--- config.mk ---
export PLATFORM = sky130hd
export DESIGN_NAME = edge_output_stage
export DESIGN_NICKNAME = d
export VERILOG_FILES = /design/src/rtl/sobel_pkg.sv /design/src/rtl/frame_pos_counter.sv /design/src/rtl/edge_output_stage.sv
export SDC_FILE = /design/constraint.sdc
export NUM_CORES = 1
export LEC_CHECK = 0
export CORE_MARGIN = 5
export CORE_UTILIZATION = 40
export DETAILED_ROUTE_END_ITERATION = 10
export HOLD_SLACK_MARGIN = 0.12
export MAX_ROUTING_LAYER = met4
export PLACE_DENSITY = 0.71
export SETUP_SLACK_MARGIN = 0.2
export SLEW_MARGIN = 20
export SYNTH_ARGS = -nofsm -noshare
export SYNTH_HDL_FRONTEND = slang
export SYNTH_HIERARCHICAL = 1
export SYNTH_SLANG_ARGS = --single-unit
export TNS_END_PERCENT = 10
--- constraint.sdc ---
create_clock -name iCLK -period 6.6 [get_ports iCLK]
set_input_delay 0.99 -clock iCLK [delete_from_list [all_inputs] [get_ports iCLK]]
set_output_delay 0.99 -clock iCLK [all_outputs]
set_load 0.02 [all_outputs]
--- src/rtl/sobel_pkg.sv ---
// Shared constants and types for the edge-detector output stage.
// Holds the pixel width, the default frame geometry and the stage FSM state type.
// No logic; imported by edge_output_stage and frame_pos_counter.
package sobel_pkg;

   localparam int PIX_W          = 12;
   localparam int DEF_IMG_WIDTH  = 640;
   localparam int DEF_IMG_HEIGHT = 480;
   localparam int DEF_BORDER     = 2;

   typedef enum logic {
      WAIT_SOF = 1'b0,
      ACTIVE   = 1'b1
   } state_e;

endpackage

--- src/rtl/frame_pos_counter.sv ---
// Column/row position tracker for the pixel being accepted this cycle, with line wrap and last-pixel flag.
// Latency: position and last flag are combinational from the counters; counters update on the accepting edge.
// Backpressure: none; the counters advance only on acc_i and hold otherwise.
// Ports: clk_i/rst_ni (sync active-low), sof_i restarts at (0,0), acc_i accepts one pixel,
//        pix_x_o/pix_y_o position of the pixel on this cycle, last_o marks the final pixel of a frame.
import sobel_pkg::*;

module frame_pos_counter #(
   parameter int IMG_WIDTH  = DEF_IMG_WIDTH,
   parameter int IMG_HEIGHT = DEF_IMG_HEIGHT
)(
   input  logic                          clk_i,
   input  logic                          rst_ni,
   input  logic                          sof_i,
   input  logic                          acc_i,
   output logic [$clog2(IMG_WIDTH)-1:0]  pix_x_o,
   output logic [$clog2(IMG_HEIGHT)-1:0] pix_y_o,
   output logic                          last_o
);

   localparam int XW = $clog2(IMG_WIDTH);
   localparam int YW = $clog2(IMG_HEIGHT);
   localparam logic [XW-1:0] X_MAX = XW'(IMG_WIDTH - 1);
   localparam logic [YW-1:0] Y_MAX = YW'(IMG_HEIGHT - 1);

   logic [XW-1:0] x_q, x_d;
   logic [YW-1:0] y_q, y_d;

   always_comb begin
      // A start-of-frame forces the current pixel to (0,0), so a pixel arriving
      // together with iSOF is the first pixel of the new frame.
      pix_x_o = sof_i ? '0 : x_q;
      pix_y_o = sof_i ? '0 : y_q;
      last_o  = (pix_x_o == X_MAX) && (pix_y_o == Y_MAX);
      x_d     = x_q;
      y_d     = y_q;
      if (acc_i) begin
         if (last_o) begin
            x_d = '0;
            y_d = '0;
         end else if (pix_x_o == X_MAX) begin
            x_d = '0;
            y_d = pix_y_o + YW'(1);
         end else begin
            x_d = pix_x_o + XW'(1);
            y_d = pix_y_o;
         end
      end else if (sof_i) begin
         x_d = '0;
         y_d = '0;
      end
   end

   always_ff @(posedge clk_i) begin
      if (!rst_ni) begin
         x_q <= '0;
         y_q <= '0;
      end else begin
         x_q <= x_d;
         y_q <= y_d;
      end
   end

endmodule

--- src/rtl/edge_output_stage.sv ---
// Output stage: frames the edge-magnitude stream, blanks the border and drives a grey display pixel.
// Latency: exactly one cycle from the accepting cycle to oDVAL/colour/oX/oY/oFRAME_DONE.
// Backpressure: none; every iDVAL cycle in a frame is accepted, gaps of any length are legal.
// Ports: iCLK, iRST (sync active-low), iSOF, iDVAL, iPIXEL, iTHRESH in; oRED/oGREEN/oBLUE, oDVAL, oX, oY, oFRAME_DONE out.
// Build option: define EDGE_THRESH_EN to binarise interior pixels against iTHRESH (12'hFFF / 0);
//               without it interior pixels pass through and iTHRESH is ignored.
import sobel_pkg::*;

module edge_output_stage #(
   parameter int IMG_WIDTH  = DEF_IMG_WIDTH,
   parameter int IMG_HEIGHT = DEF_IMG_HEIGHT,
   parameter int BORDER     = DEF_BORDER
)(
   input  logic                          iCLK,
   input  logic                          iRST,
   input  logic                          iSOF,
   input  logic                          iDVAL,
   input  logic [PIX_W-1:0]              iPIXEL,
   input  logic [PIX_W-1:0]              iTHRESH,
   output logic [PIX_W-1:0]              oRED,
   output logic [PIX_W-1:0]              oGREEN,
   output logic [PIX_W-1:0]              oBLUE,
   output logic                          oDVAL,
   output logic [$clog2(IMG_WIDTH)-1:0]  oX,
   output logic [$clog2(IMG_HEIGHT)-1:0] oY,
   output logic                          oFRAME_DONE
);

   localparam int XW = $clog2(IMG_WIDTH);
   localparam int YW = $clog2(IMG_HEIGHT);

   state_e           state_q, state_d;
   logic             accept;
   logic             last_pix;
   logic [XW-1:0]    pix_x;
   logic [YW-1:0]    pix_y;
   logic [PIX_W-1:0] pix_d, pix_q;
   logic [XW-1:0]    x_q;
   logic [YW-1:0]    y_q;
   logic             dval_q, done_q;

   frame_pos_counter #(
      .IMG_WIDTH  (IMG_WIDTH),
      .IMG_HEIGHT (IMG_HEIGHT)
   ) u_pos (
      .clk_i   (iCLK),
      .rst_ni  (iRST),
      .sof_i   (iSOF),
      .acc_i   (accept),
      .pix_x_o (pix_x),
      .pix_y_o (pix_y),
      .last_o  (last_pix)
   );

   always_comb begin
      // iSOF opens the frame in the same cycle, so a pixel alongside it is taken.
      accept  = iDVAL && ((state_q == ACTIVE) || iSOF);
      state_d = state_q;
      if (accept && last_pix) begin
         state_d = WAIT_SOF;
      end else if (iSOF) begin
         state_d = ACTIVE;
      end
   end

   always_ff @(posedge iCLK) begin
      if (!iRST) begin
         state_q <= WAIT_SOF;
      end else begin
         state_q <= state_d;
      end
   end

`ifdef EDGE_THRESH_EN
   always_comb begin
      pix_d = '0;
      if ((int'(pix_x) >= BORDER) && (int'(pix_y) >= BORDER)) begin
         pix_d = (iPIXEL >= iTHRESH) ? '1 : '0;
      end
   end
`else
   logic unused_thresh;
   assign unused_thresh = ^iTHRESH;

   always_comb begin
      pix_d = '0;
      if ((int'(pix_x) >= BORDER) && (int'(pix_y) >= BORDER)) begin
         pix_d = iPIXEL;
      end
   end
`endif

   // Colour and position only load on an accepted pixel so they hold across gaps.
   always_ff @(posedge iCLK) begin
      if (!iRST) begin
         dval_q <= 1'b0;
         done_q <= 1'b0;
         pix_q  <= '0;
         x_q    <= '0;
         y_q    <= '0;
      end else begin
         dval_q <= accept;
         done_q <= accept && last_pix;
         if (accept) begin
            pix_q <= pix_d;
            x_q   <= pix_x;
            y_q   <= pix_y;
         end
      end
   end

   assign oRED        = pix_q;
   assign oGREEN      = pix_q;
   assign oBLUE       = pix_q;
   assign oDVAL       = dval_q;
   assign oX          = x_q;
   assign oY          = y_q;
   assign oFRAME_DONE = done_q;

endmodule

==> flow_summary.yaml <==
outcome:
  status: "complete, no violations"
cts:
  cts.clk_slew.worst_paths_ps: 100
  tritoncts: "done"
  numCtsBuffers: 5
  cts-resized-gates: 0
  insertion_delay_ps: 300
  hold_buffers: 0
  root_buffer: "clkbuf_8"
  cts.path.max_buffers: 2
  clkSinkCount: 53
  cts_setup_buffers: 0
  htree_levels: 2
yosys:
  synth_compound_area_share_pct: 14.6
  async_reset_ff_share_pct: 0
  yosys-top-cells-count: "61 x nand2_1, 53 x dfxtp_1, 24 x buf_4"
  synthAdderAreaFrac_pct: 0.947
  avgSynthCellArea_um2: 8.47
  synth_top_cell_by_area: "dfxtp_1"
  synth_seq_cells: 53
  synth_fp_nets: 342
  synth_top_family_by_area: "simple AND/OR/NAND/NOR gates"
  yosysMostFrequentCell: "nand2_1"
  yosys.area_share.simple_pct: 31.0
  synth_edf_count: 0
  syn_inst: 312
  synthMuxAreaShare_pct: 0.379
  ys_top_cells_by_area: "dfxtp_1 40%, nand2_1 8.7%, buf_4 6.8%"
  synth_top_area_share_pct: 40.2
  synth-seq-area-share_pct: 40.2
  synth_xor_area_share_pct: 2.65
  synthFlopType: "dfxtp_1"
  ys_types: 47
  ys_warn_count: 6
  syn_area_um2: 2640
sta:
  hold_viol_final: 0
  tightest_slew_ps: 916
  setup_violations: 0
  fin_crit_sh_pct: 49.6
  drv_slew: 0
  fin_ws_ps: 3330
  skew_ps: 7.45
  holdWs_ps: 467
  fin_setup_tns_ps: 0
  rsz0062_at_grt: "no"
  max_slew_margin_pct: 38.7
  clock.fmax_mhz: 306
  finalCriticalPeriod_ps: 3270
drt:
  post-route-drc-count: 0
  wire_per_inst_um: 14.2
  vias: 2257
  dr.pass1.iters: 4
  via_per_inst: 5.21
  ant_nets: 0
  drt-initial-drc-count: 128
  wl_mm: 6.16
floorplanning:
  initial_utilization_pct: 41.4
  dieArea_um2: 8330
  core-area_um2: 6390
  die_w_um: 91.3
  core.rowCount: 29
  die_h_um: 91.3
  design.portCount: 85
worst_setup_path:
  reg2reg_to: "state_q"
  reg2reg_from: "u_pos/y_q[0]"
  cp_max_fo: 30
  cp-startpoint: "iSOF"
  rrSetupSlack_ps: 4430
  rr_worst_depth: 7
  worstPathArrival_ps: 3430
  crit_type: "in2reg"
  slowest_stage: "nor2_1"
  worst_setup_path_end_kind: "flip-flop"
  crit_path_start_kind: "input pin"
  crit_chain: "clkdlybuf4s50_1 -> buf_4 -> nand2b_1 -> inv_1 -> or4_1 -> nor2_1 -> o31ai_1"
  worstSetupEndpoint: "oBLUE[0]"
  worstPathRequired_ps: 6760
  cpPeakStageDelay_ps: 720
grt:
  grtUsageTotal_pct: 15.3
  grt-busiest-layer: "met2"
  grt_max_degree: 49
  grtUsageMet3_pct: 3.80
  grt_pass1_wl_mm: 10.4
  met1_usage_pct: 18.2
  antenna_found_initial: 0
  use_met2_pct: 25.8
  grt-ovfl-total: 0
  grt_pass1_vias: 2227
power:
  fin_total_pwr_uw: 551
  power.density_nw_per_um2: 165
  ir_drop_mv: 0.0966
  leakage_nw: 1.16
layout:
  fillers: 605
  area_delta_synth_final_pct: 26.3
  fin_util_pct: 52.3
  diodes: 0
  drive_gt1_share_pct: 5.90
  nNetsFinal: 385
place:
  port_buffers: 72
  place_ws_ps: 3000
  place_congestion: 0.801
  dp_hpwl_mm: 4.39
flow_run:
  drv_cap: 0
hold_path:
  hp-class: "reg2reg"
==> worst min path at each step <==
stage | startpoint | end | slack, ps | depth (start not counted)
6_report | oY[0] | oY[0] | 470 | 2
3_3_place_gp | oY[1] | oY[1] | 450 | 2
3_5_place_dp | oY[0] | oY[0] | 460 | 2
5_1_grt | oY[3] | oY[3] | 500 | 2
2_1_floorplan | u_pos/y_q[8] | u_pos/y_q[8] | 460 | 2
4_1_cts | oY[0] | oY[0] | 470 | 2
==> metal layers <==
layer	routed length [µm]	part of all wire (%)	vias to the layer above
li1	-	-	1142
met1	2910	47	1042
met2	2850	46	69
met3	357	5.8	4
met4	38	0.62	0
met5	0	0	-
==> report_power, final <==
part           total, mW  switching [mW]  leakage, nW  internal (mW)
clock              0.191           0.106       0.0512         0.0853
sequential         0.322         0.00110        0.427          0.321
combinational     0.0373          0.0212        0.686         0.0162
==> kinds of logic (layout without fill, tap and decap cells) <==
family | after synthesis | after routing
XOR/XNOR | 8 | 8
buffers and inverters | 45 | 89
AND/OR/NAND/NOR | 150 | 150
flip-flops | 53 | 53
adder cells (fa/ha/maj) | 2 | 2
multiplexers | 1 | 1
AO/OA/AOI/OAI | 53 | 53
==> metrics by stage <==
stage                     instances  area [µm²]
after floorplan                 312        2640
after CTS                       433        3340
after global routing            433        3340
final                           433        3340
after global placement          425        3240
after detailed placement        425        3240
==> final cells by class <==
cell class	instances	area, µm²	share of cell area [%]
Multi-Input combinational cell	214	1310	39.4
Sequential cell	53	1060	31.8
Timing Repair Buffer	76	751	22.5
Tap cell	77	96.3	2.89
Clock buffer	6	82.6	2.47
Inverter	5	18.8	0.562
Clock inverter	2	13.8	0.412
==> layout by cell type, fill, tap and decap left out, drive strengths merged, types with 11 or more instances in the layout <==
cell / count
clkdlybuf4s50: 72
nand2: 61
dfxtp: 53
a21boi: 20
nand3: 16
nor2: 14
o31ai: 13
nor2b: 11
==> state kept, by name, summed over array words and instances (netlist names) <==
register / count
oY: 9
oX: 10
u_pos/y_q: 9
state_q: 1
oDVAL: 1
oFRAME_DONE: 1
u_pos/x_q: 10
oBLUE: 12
==> critical path: cells and delay by family <==
| kind | cells | cell delay, ps |
|---|---|---|
| AO/OA/AOI/OAI | 1 | 160 |
| AND/OR/NAND/NOR | 3 | 1410 |
| buffers and inverters | 3 | 870 |
Power figures use the tool's default switching activity.
==> RTL edit 1 (same settings) <==
The output `oFRAME_DONE` loses its register stage (`done_q` becomes a continuous assignment).
--- a/src/rtl/edge_output_stage.sv
+++ b/src/rtl/edge_output_stage.sv
@@ -94,13 +94,11 @@
    always_ff @(posedge iCLK) begin
       if (!iRST) begin
          dval_q <= 1'b0;
-         done_q <= 1'b0;
          pix_q  <= '0;
          x_q    <= '0;
          y_q    <= '0;
       end else begin
          dval_q <= accept;
-         done_q <= accept && last_pix;
          if (accept) begin
             pix_q <= pix_d;
             x_q   <= pix_x;
@@ -108,6 +106,8 @@
          end
       end
    end
+
+   assign done_q = accept && last_pix;
 
    assign oRED        = pix_q;
    assign oGREEN      = pix_q;
Check against the original RTL: no difference found for any inputs over 10 cycles, from zero or initial values and one cycle with iRST low; that may be too few to reach the edited logic, so the function may still have changed.
==> RTL edit 1 against the original RTL <==
Worst setup slack worse by 1.5 ns. Synthesized cell count up 0.32%. Count of clock-buffer cells in the layout up 1. Routed wire length down 0.13%. Clock power down 2%. Sequential cell count down 1. Area after synthesis down 0.28%. Total power down 1.8%. Cell area down 0.86%.
==> RTL edit 1: results (changes against the original RTL) <==
stage,metric,value,unit,change
worst_setup_path,WP data arrival,3.81,ns,+0.38 ns
power,Leak Pwr,1.126,nW,-3.3%
place,RePlAce Congestion,0.9092,,+13%
global_route,pin count of the biggest net entering global routing,61,,+24%
logic_synthesis,Adder-Cell Fraction of Synth Area,0.009497,,+0.00002698
logic_synthesis,post-synthesis xor/xnor area fraction,0.02659,,+0.00007554
global_route,first-pass GRT wire length,10.40,mm,-0.33%
logic_synthesis,mux cell area share after synthesis,0.003799,,+0.00001079
outcome,outcome,"complete, no violations",,
routing,Iteration-0 DRC Markers,214,,+67%
logic_synthesis,commonest cells in the netlist,"52 x dfxtp_1, 48 x nand2_1, 28 x nand3_1, 24 x buf_4, 20 x a21boi_0",,
worst_setup_path,max incr delay on CP,0.62,ns,-0.10 ns
routing,met3 wire len,488,um,+37%
power,peak supply drop,0.08395,mV,-13%
global_route,met2 GRT Util,0.2422,,-0.01563
logic_synthesis,Mean Syn Cell Area,8.419,sq um,-0.60%
logic_synthesis,sequential area share after synthesis,0.3951,,-0.006453
logic_synthesis,compound-gate portion of the synthesized area,0.1410,,-0.005281
timing,Setup Skew,0.005364,ns,-0.002085 ns
routing,routed wire length,6.147,mm,-0.13%
worst_setup_path,Slowest cell on crit path,clkdlybuf4s50_1,,
place,dpl cell area,3214,sq um,-0.81%
global_route,met1 GRT Util,0.1906,,+0.008410
worst_hold_path,Hold Crit Start,oX[0]$_SDFFE_PN0P_,,
routing,Met1 Routed Length,2.804,mm,-3.6%
place,Setup WS pre-CTS,1.810,ns,-1.187 ns
[RTL edit 1: power breakdown]
part	leakage [nW]	internal [mW]	switching, mW	total [mW]
clock network	0.0445	0.0854	0.101	0.187
logic	0.662	0.0157	0.0222	0.0379
registers	0.419	0.315	0.00112	0.316
[RTL edit 1: worst paths after layout]
| check | slack (ns) | end | cells past startpoint |
|---|---|---|---|
| setup / recovery | 1.80 | oFRAME_DONE | 8 |
| hold / removal | 0.47 | oX[0]$_SDFFE_PN0P_ | 2 |
| setup reg to reg | 4.46 | state_q$_SDFFE_PP0P_ | 7 |
| hold reg to reg | 0.47 | oX[0]$_SDFFE_PN0P_ | 2 |
[RTL edit 1: cell type report]
class                   count  area (sq um)  area share
multi-input cells         214          1320      0.3990
flip-flops and latches     52          1041      0.3147
repair buffers             75         738.2      0.2231
well taps                  77         96.34     0.02912
clock buffers               7         86.33     0.02610
inverters                   5         18.77    0.005673
clock inverters             1         7.507    0.002269
==> RTL edit 2 (same flow settings) <==
Without the edit above. `DEF_IMG_HEIGHT`: 480 -> 240.
--- a/src/rtl/sobel_pkg.sv
+++ b/src/rtl/sobel_pkg.sv
@@ -5,7 +5,7 @@
 
    localparam int PIX_W          = 12;
    localparam int DEF_IMG_WIDTH  = 640;
-   localparam int DEF_IMG_HEIGHT = 480;
+   localparam int DEF_IMG_HEIGHT = 240;
    localparam int DEF_BORDER     = 2;
 
    typedef enum logic {
Ports: changed (resized oY); port bits go from 85 to 84. No check against the original RTL was run, so the function may have changed too.
==> RTL edit 2 against the original RTL <==
Cell area shrank 4.3%. Register-to-register slack got worse by 0.07 ns. Synthesized cell count shrank 6.4%. Sequential cell count down 2. Cell count shrank 5.1%. Area after synthesis decreased by 4.2%. Combinational power is 7.2% lower. Worst setup slack gained 0.017 ns. Total power decreased by 5.4%. Hold slack improved by 0.0016 ns. Routed wire length down 8.7%. Critical endpoint unchanged. Largest power group unchanged.
==> RTL edit 2: results (changes against the original RTL) <==
stage,metric,value,unit,change
clock_tree,clock buffer depth,2,,unchanged
logic_synthesis,post-synthesis xor/xnor area fraction,0.03114,,+0.004627
power,peak supply drop,0.08827,mV,-8.6%
routing,routed wire length,5.621,mm,-8.7%
logic_synthesis,Adder-Cell Fraction of Synth Area,0.009886,,+0.0004166
worst_setup_path,Slowest cell on crit path,nor4_4,,
clock_tree,cts bufs inserted,5,,unchanged
global_route,GRT Util Overall,0.1533,,+0.0007653
logic_synthesis,commonest cells in the netlist,"58 x nand2_1, 51 x dfxtp_1, 26 x buf_4, 22 x a21boi_0, 18 x nand3_1",,
finish,layout cell share with drive strength beyond 1,0.06287,,+0.003885
global_route,met3 usage,0.02765,,-0.01037
place,PortBufs,71,,-1.4%
finish,Final nets,364,,-5.5%
routing,met3 wire len,379,um,+6.2%
logic_synthesis,synth top area cells,"dfxtp_1 40%, nand2_1 8.6%, buf_4 7.7%, a21boi_0 6.5%, nand3_1 3.6%",,
logic_synthesis,compound-gate portion of the synthesized area,0.1424,,-0.003944
timing,Slew HR,0.4706,,+0.08363
finish,Fillers,593,,-2.0%
global_route,met1 GRT Util,0.1853,,+0.003095
outcome,outcome,"complete, no violations",,
worst_setup_path,max incr delay on CP,0.64,ns,-0.08 ns
routing,metal2 WL,2.665,mm,-6.5%
routing,Via density,5.136,,-1.5%
logic_synthesis,mux cell area share after synthesis,0.003955,,+0.0001666
global_route,vias in the first global route,2045,,-8.2%
logic_synthesis,asr flop ratio synth,0,,unchanged
routing,TritonRoute pass-1 iters,4,,unchanged
worst_setup_path,WP data arrival,3.42,ns,about the same
worst_setup_path,worst reg-to-reg path cell count,6,,-1
place,DP Wirelength,4.014,mm,-8.5%
routing,Met1 Routed Length,2.494,mm,-14%
power,Net Sw Power,0.1242,mW,-3.3%
timing,Setup Skew,0.01206,ns,+0.004615 ns
place,Setup WS pre-CTS,3.013,ns,+0.01617 ns
logic_synthesis,sequential area share after synthesis,0.4034,,+0.001846
global_route,met2 GRT Util,0.2560,,-0.001828
routing,Iteration-0 DRC Markers,108,,-16%
global_route,pin count of the biggest net entering global routing,47,,-4.1%
clock_tree,Worst-Skew Late Latency,0.31,ns,
clock_tree,post-CTS setup repair buffer count,0,,unchanged
place,RePlAce Congestion,0.7813,,-2.5%
power,Leak Pwr,1.097,nW,-5.8%
worst_setup_path,maximum fanout along the worst path,29,,-3.3%
logic_synthesis,syn nets,322,,-5.8%
global_route,first-pass GRT wire length,9.501,mm,-8.9%
-- RTL edit 2: cell count changes in the layout (fill, tap and decap cells not counted), sizes merged, moves of 3 or more --
cell	delta
nand2b	-3
nor2	-4
and2b	-5
and4b	+5
nand4b	-3
nor2b	+3
o21ai	-3
-- RTL edit 2: metrics by stage --
stage	util	power (mW)	instance area, sq um	cells
finish	0.5118	0.5211	3194	411
global route	0.5118	0.5448	3194	411
CTS	0.5118	0.5257	3194	411
detailed placement	0.4986	0.3521	3112	404
global placement	0.4986	0.3518	3112	404
floorplan	-	0.3356	2531	292
-- RTL edit 2: final timing paths --
| check | start | endpoint | slack (ns) |
|---|---|---|---|
| max reg2reg | state_q$_SDFFE_PP0P_ | u_pos/x_q[3]$_SDFF_PN0_ | 4.36 |
| max | iSOF | oBLUE[0]$_SDFFE_PN0P_ | 3.35 |
| min reg2reg | oY[6]$_SDFFE_PN0P_ | oY[6]$_SDFFE_PN0P_ | 0.47 |
| min | oY[6]$_SDFFE_PN0P_ | oY[6]$_SDFFE_PN0P_ | 0.47 |
-- RTL edit 2: power groups by stage --
stage	clock, mW	sequential, mW	combinational, mW
CTS	0.181	0.310	0.0351
floorplan	0	0.317	0.0182
detailed placement	0	0.317	0.0351
global placement	0	0.317	0.0349
finish	0.177	0.310	0.0346
global route	0.197	0.310	0.0382
-- RTL edit 2: cell type report --
class / count / area (sq um) / area share
Inverter: 5 / 18.77 / 0.005875
Multi-Input combinational cell: 197 / 1242 / 0.3890
Timing Repair Buffer: 74 / 733.2 / 0.2295
Tap cell: 77 / 96.34 / 0.03016
Clock buffer: 5 / 68.82 / 0.02154
Sequential cell: 51 / 1021 / 0.3196
Clock inverter: 2 / 13.76 / 0.004309
